File: src/rtl/calc_pkg.sv
// Shared encodings for the calculator keypad controller: key codes, ALU ops,
// FSM states and display selects.
package calc_pkg;

  localparam logic [3:0] KEY_9   = 4'h9;
  localparam logic [3:0] KEY_ADD = 4'hA;
  localparam logic [3:0] KEY_SUB = 4'hB;
  localparam logic [3:0] KEY_MUL = 4'hC;
  localparam logic [3:0] KEY_EQ  = 4'hD;
  localparam logic [3:0] KEY_CLR = 4'hE;

  localparam logic [1:0] OP_ADD = 2'b00;
  localparam logic [1:0] OP_SUB = 2'b01;
  localparam logic [1:0] OP_MUL = 2'b10;

  localparam logic [1:0] DISP_A   = 2'b00;
  localparam logic [1:0] DISP_B   = 2'b01;
  localparam logic [1:0] DISP_RES = 2'b10;
  localparam logic [1:0] DISP_ERR = 2'b11;

  typedef enum logic [2:0] {
    S_ENTER_A = 3'd0,
    S_ENTER_B = 3'd1,
    S_EXEC    = 3'd2,
    S_WAIT    = 3'd3,
    S_SHOW    = 3'd4,
    S_ERR     = 3'd5
  } state_t;

  // Operator keys A/B/C map onto consecutive ALU op codes.
  function automatic logic [1:0] key_to_op(input logic [3:0] k);
    logic [3:0] t;
    t = k - KEY_ADD;
    return t[1:0];
  endfunction

  function automatic int unsigned shift_in(input int unsigned acc, input logic [3:0] d);
    return acc * 32'd10 + 32'(d);
  endfunction

endpackage

File: src/rtl/calc_digit_lim.sv
// Per-operand digit counter: counts accepted digits and saturates at MAX_DIGITS.
// clr together with inc loads a count of one (first digit of a fresh operand).
module calc_digit_lim #(
  parameter int MAX_DIGITS = 4,
  parameter int CW         = $clog2(MAX_DIGITS + 1)
) (
  input  logic          clk,
  input  logic          rst_n,
  input  logic          clr,
  input  logic          inc,
  output logic [CW-1:0] count,
  output logic          full
);

  assign full = (count == CW'(MAX_DIGITS));

  always_ff @(posedge clk or negedge rst_n) begin
    if (!rst_n)          count <= '0;
    else if (clr)        count <= inc ? CW'(1) : '0;
    else if (inc && !full) count <= count + CW'(1);
  end

endmodule

File: src/rtl/calc_ctrl.sv
// Keypad sequencing FSM: builds A, operator and B from key strobes, runs the
// external ALU through a start/done handshake and selects what the display shows.
module calc_ctrl
  import calc_pkg::*;
#(
  parameter int MAX_DIGITS = 4,
  parameter int DW         = 14,
  parameter int RW         = 28,
  parameter int TO_CYC     = 255
) (
  input  logic          clk,
  input  logic          rst_n,
  input  logic          key_valid,
  input  logic [3:0]    key_code,
  output logic          alu_start,
  output logic [1:0]    alu_op,
  output logic [DW-1:0] alu_a,
  output logic [DW-1:0] alu_b,
  input  logic          alu_done,
  input  logic [RW-1:0] alu_result,
  input  logic          alu_err,
  output logic [RW-1:0] disp_val,
  output logic [1:0]    disp_sel,
  output logic          err,
  output logic          busy
);

  localparam int CW = $clog2(MAX_DIGITS + 1);
  localparam int TW = $clog2(TO_CYC + 1);

  state_t        state, state_n;
  logic [DW-1:0] a, a_n, b, b_n;
  logic [RW-1:0] result, result_n;
  logic [1:0]    op, op_n;
  logic          clr_pend, clr_pend_n;
  logic [TW-1:0] to_cnt, to_cnt_n;

  logic          clr_a, inc_a, clr_b, inc_b, full_a, full_b, clr_all;
  logic [CW-1:0] cnt_a, cnt_b;
  logic          is_digit, is_op, is_eq, is_clr;

  assign is_digit = key_valid && (key_code <= KEY_9);
  assign is_op    = key_valid && (key_code inside {KEY_ADD, KEY_SUB, KEY_MUL});
  assign is_eq    = key_valid && (key_code == KEY_EQ);
  assign is_clr   = key_valid && (key_code == KEY_CLR);

  calc_digit_lim #(.MAX_DIGITS(MAX_DIGITS), .CW(CW)) u_lim_a (
    .clk(clk), .rst_n(rst_n), .clr(clr_a), .inc(inc_a), .count(cnt_a), .full(full_a)
  );

  calc_digit_lim #(.MAX_DIGITS(MAX_DIGITS), .CW(CW)) u_lim_b (
    .clk(clk), .rst_n(rst_n), .clr(clr_b), .inc(inc_b), .count(cnt_b), .full(full_b)
  );

  always_ff @(posedge clk or negedge rst_n) begin
    if (!rst_n) begin
      state    <= S_ENTER_A;
      a        <= '0;
      b        <= '0;
      result   <= '0;
      op       <= OP_ADD;
      clr_pend <= 1'b0;
      to_cnt   <= '0;
    end else begin
      state    <= state_n;
      a        <= a_n;
      b        <= b_n;
      result   <= result_n;
      op       <= op_n;
      clr_pend <= clr_pend_n;
      to_cnt   <= to_cnt_n;
    end
  end

  always_comb begin
    state_n    = state;
    a_n        = a;
    b_n        = b;
    result_n   = result;
    op_n       = op;
    clr_pend_n = clr_pend;
    to_cnt_n   = to_cnt;
    clr_a      = 1'b0;
    inc_a      = 1'b0;
    clr_b      = 1'b0;
    inc_b      = 1'b0;
    clr_all    = 1'b0;

    case (state)
      S_ENTER_A: begin
        if (is_clr) clr_all = 1'b1;
        else if (is_digit && !full_a) begin
          a_n   = DW'(shift_in(32'(a), key_code));
          inc_a = 1'b1;
        end else if (is_op && cnt_a != '0) begin
          op_n    = key_to_op(key_code);
          b_n     = '0;
          clr_b   = 1'b1;
          state_n = S_ENTER_B;
        end
      end
      S_ENTER_B: begin
        if (is_clr) clr_all = 1'b1;
        else if (is_digit && !full_b) begin
          b_n   = DW'(shift_in(32'(b), key_code));
          inc_b = 1'b1;
        end else if (is_op && cnt_b == '0) begin
          op_n = key_to_op(key_code);
        end else if (is_eq && cnt_b != '0) begin
          state_n = S_EXEC;
        end
      end
      S_EXEC: begin
        if (is_clr) clr_all = 1'b1;
        else begin
          state_n    = S_WAIT;
          to_cnt_n   = '0;
          clr_pend_n = 1'b0;
        end
      end
      S_WAIT: begin
        // A clear arriving with done/timeout counts as already pending.
        if (alu_done || to_cnt == TW'(TO_CYC - 1)) begin
          to_cnt_n   = '0;
          clr_pend_n = 1'b0;
          if (clr_pend || is_clr) clr_all = 1'b1;
          else if (alu_done) begin
            result_n = alu_result;
            state_n  = alu_err ? S_ERR : S_SHOW;
          end else begin
            state_n = S_ERR;
          end
        end else begin
          to_cnt_n = to_cnt + TW'(1);
          if (is_clr) clr_pend_n = 1'b1;
        end
      end
      S_SHOW, S_ERR: begin
        if (is_clr) clr_all = 1'b1;
        else if (is_digit) begin
          a_n     = DW'(key_code);
          b_n     = '0;
          clr_a   = 1'b1;
          inc_a   = 1'b1;
          clr_b   = 1'b1;
          state_n = S_ENTER_A;
        end
      end
      default: clr_all = 1'b1;
    endcase

    if (clr_all) begin
      state_n    = S_ENTER_A;
      a_n        = '0;
      b_n        = '0;
      result_n   = '0;
      op_n       = OP_ADD;
      clr_pend_n = 1'b0;
      to_cnt_n   = '0;
      clr_a      = 1'b1;
      clr_b      = 1'b1;
      inc_a      = 1'b0;
      inc_b      = 1'b0;
    end
  end

  assign alu_op = op;
  assign alu_a  = a;
  assign alu_b  = b;

  always_comb begin
    alu_start = 1'b0;
    busy      = 1'b0;
    err       = 1'b0;
    disp_val  = '0;
    disp_sel  = DISP_A;
    case (state)
      S_ENTER_A: begin disp_val = RW'(a); disp_sel = DISP_A; end
      S_ENTER_B: begin disp_val = RW'(b); disp_sel = DISP_B; end
      S_EXEC:    begin disp_val = RW'(b); disp_sel = DISP_B; alu_start = 1'b1; busy = 1'b1; end
      S_WAIT:    begin disp_val = RW'(b); disp_sel = DISP_B; busy = 1'b1; end
      S_SHOW:    begin disp_val = result; disp_sel = DISP_RES; end
      S_ERR:     begin disp_sel = DISP_ERR; err = 1'b1; end
      default:   ;
    endcase
  end

endmodule

File: config.mk
export PLATFORM = sky130hd
export DESIGN_NAME = calc_ctrl
export DESIGN_NICKNAME = d
export VERILOG_FILES = /design/src/rtl/calc_pkg.sv /design/src/rtl/calc_digit_lim.sv /design/src/rtl/calc_ctrl.sv
export SDC_FILE = /design/constraint.sdc
export NUM_CORES = 1
export LEC_CHECK = 0
export ABC_AREA = 1
export BUFFER_PORTS_ARGS = -buffer_cell sky130_fd_sc_hd__buf_2
export CORE_ASPECT_RATIO = 0.6
export CORE_MARGIN = 5
export CORE_UTILIZATION = 52
export CTS_CLUSTER_SIZE = 14
export DETAILED_ROUTE_END_ITERATION = 12
export GPL_TIMING_DRIVEN = 0
export PLACE_DENSITY_LB_ADDON = 0.1
export SLEW_MARGIN = 10
export SYNTH_ARGS = -nofsm -noshare
export SYNTH_HDL_FRONTEND = slang
export SYNTH_HIERARCHICAL = 1
export SYNTH_SLANG_ARGS = --single-unit
File: constraint.sdc
create_clock -name clk -period 3 [get_ports clk]
set_input_delay 0.15 -clock clk [delete_from_list [all_inputs] [get_ports clk]]
set_output_delay 0.15 -clock clk [all_outputs]
set_load 0.01 [all_outputs]
# Word-level counts from Yosys, hierarchy flattened
# Cells that the tools add are included.
classes:
  add_sub_neg: 6
  mul: 2
  div: 0
  n_lt_le_gt_ge: 1
  n_eq_ne: 30
  shifts: 0
  n_mux: 85
  bitwise_logic: 0
  n_reduce_logical: 41
op_table:
  columns: ["op", "count"]
  rows:
  - ["14-bit 2-to-1 mux", 13]
  - ["28-bit 2-to-1 mux", 5]
  - ["28-bit case mux with 3 select lines", 1]
  - ["3-bit 2-to-1 mux", 17]
  - ["3-bit != test, second input constant", 15]
  - ["14-bit case mux with 3 select lines", 1]
  - ["1-bit 2-to-1 mux", 29]
  - ["14-bit by 4-bit adder with 14-bit output", 2]
  - ["14-bit by 3-bit multiplier with 13-bit output, second input constant", 2]
  - ["14-bit case mux with 2 select lines", 1]
  - ["8-bit 2-to-1 mux", 3]
  - ["4-bit == test, second input constant", 5]
  - ["3-bit nonzero test", 6]
  - ["8-bit case mux with 2 select lines", 1]
  - ["3-bit case mux with 5 select lines", 1]
  - ["2-bit 2-to-1 mux", 7]
  - ["13-bit AND reduction", 1]
  - ["3-bit == test, second input constant", 4]
  - ["1-bit logical AND", 11]
  - ["2-bit nonzero test", 5]
  - ["8-bit by 1-bit adder with 8-bit output, second input constant", 1]
  - ["8-bit == test, second input constant", 1]
  - ["1-bit case mux with 2 select lines", 4]
  - ["8-bit AND reduction", 1]
  - ["other kinds (22)", 28]
word_totals:
  regBits: 76
  latchBits: 0
  mem_bits_rw: 0
  rom_bits: 0
  input_bits: 37
  output_inout_bits: 63
  word_cells: 174
  n_memories: 0

# Logic depth before layout (Yosys ltp)
logic_depth:
  word_depth: 10
  mapped_depth: 16
  depth_no_buf: 16

# Modules after synthesis
# Netlist, hierarchy kept.
by_module_without_submodules:
  columns: ["module", "n_inst", "cells_each", "area_each_um2", "seq_area_each_um2"]
  rows:
  - ["calc_ctrl", 1, 778, 5677.9, 1751.7]
  - ["calc_digit_lim", 2, 28, 200.2, 75.1]

# Worst setup path after synthesis
# OpenSTA, ideal clock, no wires.
synth_path:
  path_kind: "register -> register"
  startpoint: "register a[1] (netlist: alu_a[1])"
  endpoint: "register a[11] (netlist: alu_a[11])"
  setup_time_ns: 0.125
  arrival_time_ns: 2.345
  required_ns: 2.875
  slack_ns: 0.530
  path_stages_with_launch: 14
  path_buffers: 0
  synth_period_minus_slack_ns: 2.470
  cell_sequence: "dfrtp_1 > ha_1 > ha_1 > fa_1 > xor2_1 > inv_1 > nor2_1 > nand3_1 > nor2_1 > nand3_1 > nand2_1 > inv_1 > o21ai_0 > o21ai_1"
synth_via:
  elab_chain_len: 6
synth_rtl:
  columns: ["element", "line_no", "rtl"]
  rows:
  - ["from (decl)", "calc_ctrl.sv:32", "logic [DW-1:0] a, a_n, b, b_n;"]
  - ["from (signal assigned)", "calc_ctrl.sv:66", "a <= a_n;"]
  - ["14-bit by 3-bit multiplier with 13-bit output", "calc_pkg.sv:38", "return acc * 32'd10 + 32'(d);"]
  - ["14-bit by 4-bit adder with 14-bit output", "calc_pkg.sv:38", null]
  - ["14-bit 2-to-1 mux", "calc_ctrl.sv:92", "else if (is_digit && !full_a) begin"]
  - ["14-bit 2-to-1 mux", "calc_ctrl.sv:91", "if (is_clr) clr_all = 1'b1;"]
  - ["14-bit case mux with 2 select lines", "calc_ctrl.sv:89", "case (state)"]
  - ["14-bit 2-to-1 mux", "calc_ctrl.sv:152", "if (clr_all) begin"]
# Every way passes these cells. The select of a mux whose other input is x is not followed.
# A chain may end at the register's enable or synchronous reset.

# Worst setup path after layout
layout_path:
  startpoint: "register a[1] (netlist: alu_a[1])"
  endpoint: "register a[12] (netlist: alu_a[12])"
# Same word-level chain as after synthesis.

==> impl_metrics.py <==
metrics = {
    "yosys": {
        "synth_cell_types": 42,
        "synth_seq_cells": 76,
        "synth_most_common_cell": "nand2_1",
        "synthAdderAreaFrac_pct": 11.6,
        "synth_area_um2": 6080,
        "syn_inst": 834,
        "synth_nets": 925,
        "syn_area_per_cell_um2": 7.29,
        "yosys_warnings": 6,
        "ys_seq_area_share_pct": 31.3,
        "synth_edf_count": 0,
        "ys.flop_type": "dfrtp_1",
        "synthTopCellsByCount": "nand2_1, inv_1, dfrtp_1, nand3_1, nor2_1",
        "yosysTopAreaCell": "dfrtp_1",
        "synth_compound_area_share_pct": 11.5,
        "yosysTopAreaCellShare_pct": 31.3,
        "synthXorXnorAreaFrac_pct": 1.87,
        "async_flop_share_pct": 100,
        "muxShareOfSynthArea_pct": 0,
        "synth_top_family_by_area": "simple AND/OR/NAND/NOR gates",
        "synth-simple-area-share_pct": 31.9,
        "yosys-top-cells-area": "dfrtp_1, nand2_1, ha_1",
    },
    "global_routing": {
        "grt.overflow.total": 0,
        "grt_max_degree": 57,
        "grt_usage_pct": 23.4,
        "antenna_found_initial": 0,
        "grt_pass1_vias": 5085,
        "grt_pass1_wl_um": 26200,
    },
    "worst_setup_path": {
        "crit_arrival_ns": 3.00,
        "cpMostUsedCell": "nand2_1",
        "cp-start-kind": "flip-flop",
        "critPathMaxFanout": 5,
        "slowest_delay_ns": 0.55,
        "critPathRequiredTime_ns": 3.22,
        "endpoint_kind": "flip-flop",
        "worstSetupPathType": "flip-flop to flip-flop",
        "crit_chain": "ha_1, ha_1, fa_1, nand2_1, inv_1, o21ai_0, nand2_1, nand2_1, inv_1, nand3_1, nor2_1, nand4_1, nand3_1, nand2_1",
        "slowest_stage": "fa_1",
    },
    "final_layout": {
        "n_fill_cell": 1042,
        "fin_util_pct": 62.5,
        "num-nets-final": 1037,
        "antenna_cells": 0,
        "syn_to_final_growth_pct": 17.0,
        "drive_above_1_share_pct": 20.7,
    },
    "pwr": {
        "powerDensity_nw_per_um2": 965,
        "vdd_drop_max_v": 0.000378,
        "p_leak_nw": 4.01,
    },
    "floorplanning": {
        "core_area_um2": 11400,
        "die_h_um": 93.7,
        "ios": 100,
        "num_rows": 30,
        "die-width_um": 150,
        "dieArea_um2": 14000,
        "initial_core_util_pct": 53.4,
    },
    "timing": {
        "min_period_ns": 2.78,
        "drv_slew": 0,
        "setup_violations": 0,
        "tightest_slew_ns": 0.520,
        "finalCritPeriodShare_pct": 92.6,
        "rsz0062_at_grt": "no",
        "fin_skew_ns": 0.00647,
        "max_slew_margin_pct": 65.2,
        "tns_ns": 0,
        "fmax_mhz": 360,
        "hold_violations": 0,
    },
    "worst_hold_path": {
        "hold_class": "primary input to flip-flop",
    },
    "place": {
        "dp_hpwl_um": 12800,
        "portBuffers": 99,
        "place.gp.congestion": 0.901,
    },
    "detailed_routing": {
        "via_per_inst": 5.14,
        "ant_nets": 0,
        "drc": 0,
        "firstDrtPassIters": 5,
        "drt_iter0_markers": 473,
        "routedWlPerCell_um": 14.5,
        "drt-total-wl_um": 16100,
        "via_count": 5705,
    },
    "clock_tree": {
        "path_clk_slew_ns": 0.06,
        "numCtsBuffers": 9,
        "h-tree-depth": 3,
        "cts.sinks": 76,
        "cts_tree": "built",
        "clk_latency_ns": 0.33,
        "ctsRootBufferMaster": "clkbuf_16",
        "post_cts_buffers": 0,
        "cts_buffer_depth": 2,
    },
    "run": {
        "cap_violations": 0,
    },
    "run_status": {
        "status": "complete, no violations",
    },
}
-- cell families after synthesis --
kind of cell             count (synthesis)
XOR/XNOR                                13
AND/OR/NAND/NOR                        423
adder cells (fa/ha/maj)                 54
buffers and inverters                  167
AO/OA/AOI/OAI                          101
flip-flops                              76
-- worst max-delay path: cells and delay by family, from the launching register on --
kind / cells / cell delay [ns]
and+or+nand+nor: 8 / 0.85
DFF: 1 / 0.46
adders and majority gates: 3 / 1.13
AOI/OAI and AO/OA: 1 / 0.07
buffers and inverters: 2 / 0.16
-- layout by cell type (no fill, tap or decap), types with 4 or more instances in the layout --
master	instances
nand3_2	23
nor3_1	5
nor2_1	59
xnor2_1	5
o21ai_2	22
a21oi_1	20
nand4_1	13
nand3_1	76
nand2_1	225
xor2_1	7
buf_6	4
inv_2	4
dfrtp_1	76
o221ai_1	13
fa_1	4
o21ai_0	16
inv_1	144
nand2_2	6
ha_1	50
o31ai_1	5
or2_2	4
nor2_2	4
buf_2	101
o21ai_1	10
clkbuf_16	9
o22ai_1	6
buf_4	5
nand3b_1	4
-- routing by layer --
| metal | GRT usage, % | wire [um] |
|---|---|---|
| met5 | 0 | 0 |
| met4 | 5.03 | 163 |
| met3 | 5.06 | 1350 |
| met2 | 31.3 | 6090 |
| met1 | 37.8 | 8490 |
-- worst paths after layout --
kind                               to  cells after the start            from  slack, ns
min                        result[18]                      3  alu_result[18]       0.05
min reg2reg                result[21]                      2      result[21]       0.52
max                         alu_a[12]                     14        alu_a[1]       0.22
min in group asynchronous   alu_a[11]                      2           rst_n       0.26
max in group asynchronous   to_cnt[6]                      3           rst_n       2.18
max reg2reg                 alu_a[12]                     14        alu_a[1]       0.22
-- repair_timing --
item / CTS / global route
endpoints found under the setup margin: 0 / 1
gates resized for setup: 0 / 2
hold buffers: 1 / 0
endpoints found under the hold margin: 20 / 0
-- registers in the layout (all words and copies together), names as in the netlist --
| register | cells |
|---|---|
| to_cnt | 8 |
| state | 3 |
| u_lim_a/count | 3 |
| alu_op | 2 |
| u_lim_b/count | 3 |
| clr_pend | 1 |
| result | 28 |
| alu_a | 14 |
| alu_b | 14 |
-- power by group --
group / total [mW] / switching (mW) / leakage (nW) / internal, mW
sequential: 1.74 / 0.336 / 0.994 / 1.40
clock: 1.03 / 0.426 / 0.142 / 0.606
combinational: 4.09 / 2.59 / 2.87 / 1.50
total: 6.86 / 3.36 / 4.01 / 3.50
-- area by class of cell --
cell class / count / area (um2) / area share [%]
Tap cell: 160 / 200 / 2.81
Sequential cell: 76 / 1900 / 26.7
Clock buffer: 11 / 253 / 3.55
Multi-Input combinational cell: 591 / 3470 / 48.8
Timing Repair Buffer: 101 / 536 / 7.53
Buffer: 18 / 160 / 2.25
Clock inverter: 5 / 35.0 / 0.493
Inverter: 149 / 559 / 7.86
-- per-stage QoR --
stage | setup WS (ns) | cell area [um2] | total power, mW | hold slack [ns] | std cells
final | 0.221 | 7110 | 6.86 | 0.0487 | 1111
after global routing | 0.0330 | 7110 | 7.53 | 0.0416 | 1111
after CTS | 0.201 | 7100 | 6.83 | 0.0343 | 1111
after detailed placement | 0.215 | 6800 | 5.77 | 0.0585 | 1094
after global placement | 0.253 | 6770 | 5.70 | 0.387 | 1093
after floorplan | 0.530 | 6080 | 4.64 | -0.146 | 834
(Power assumes the default switching activity.)
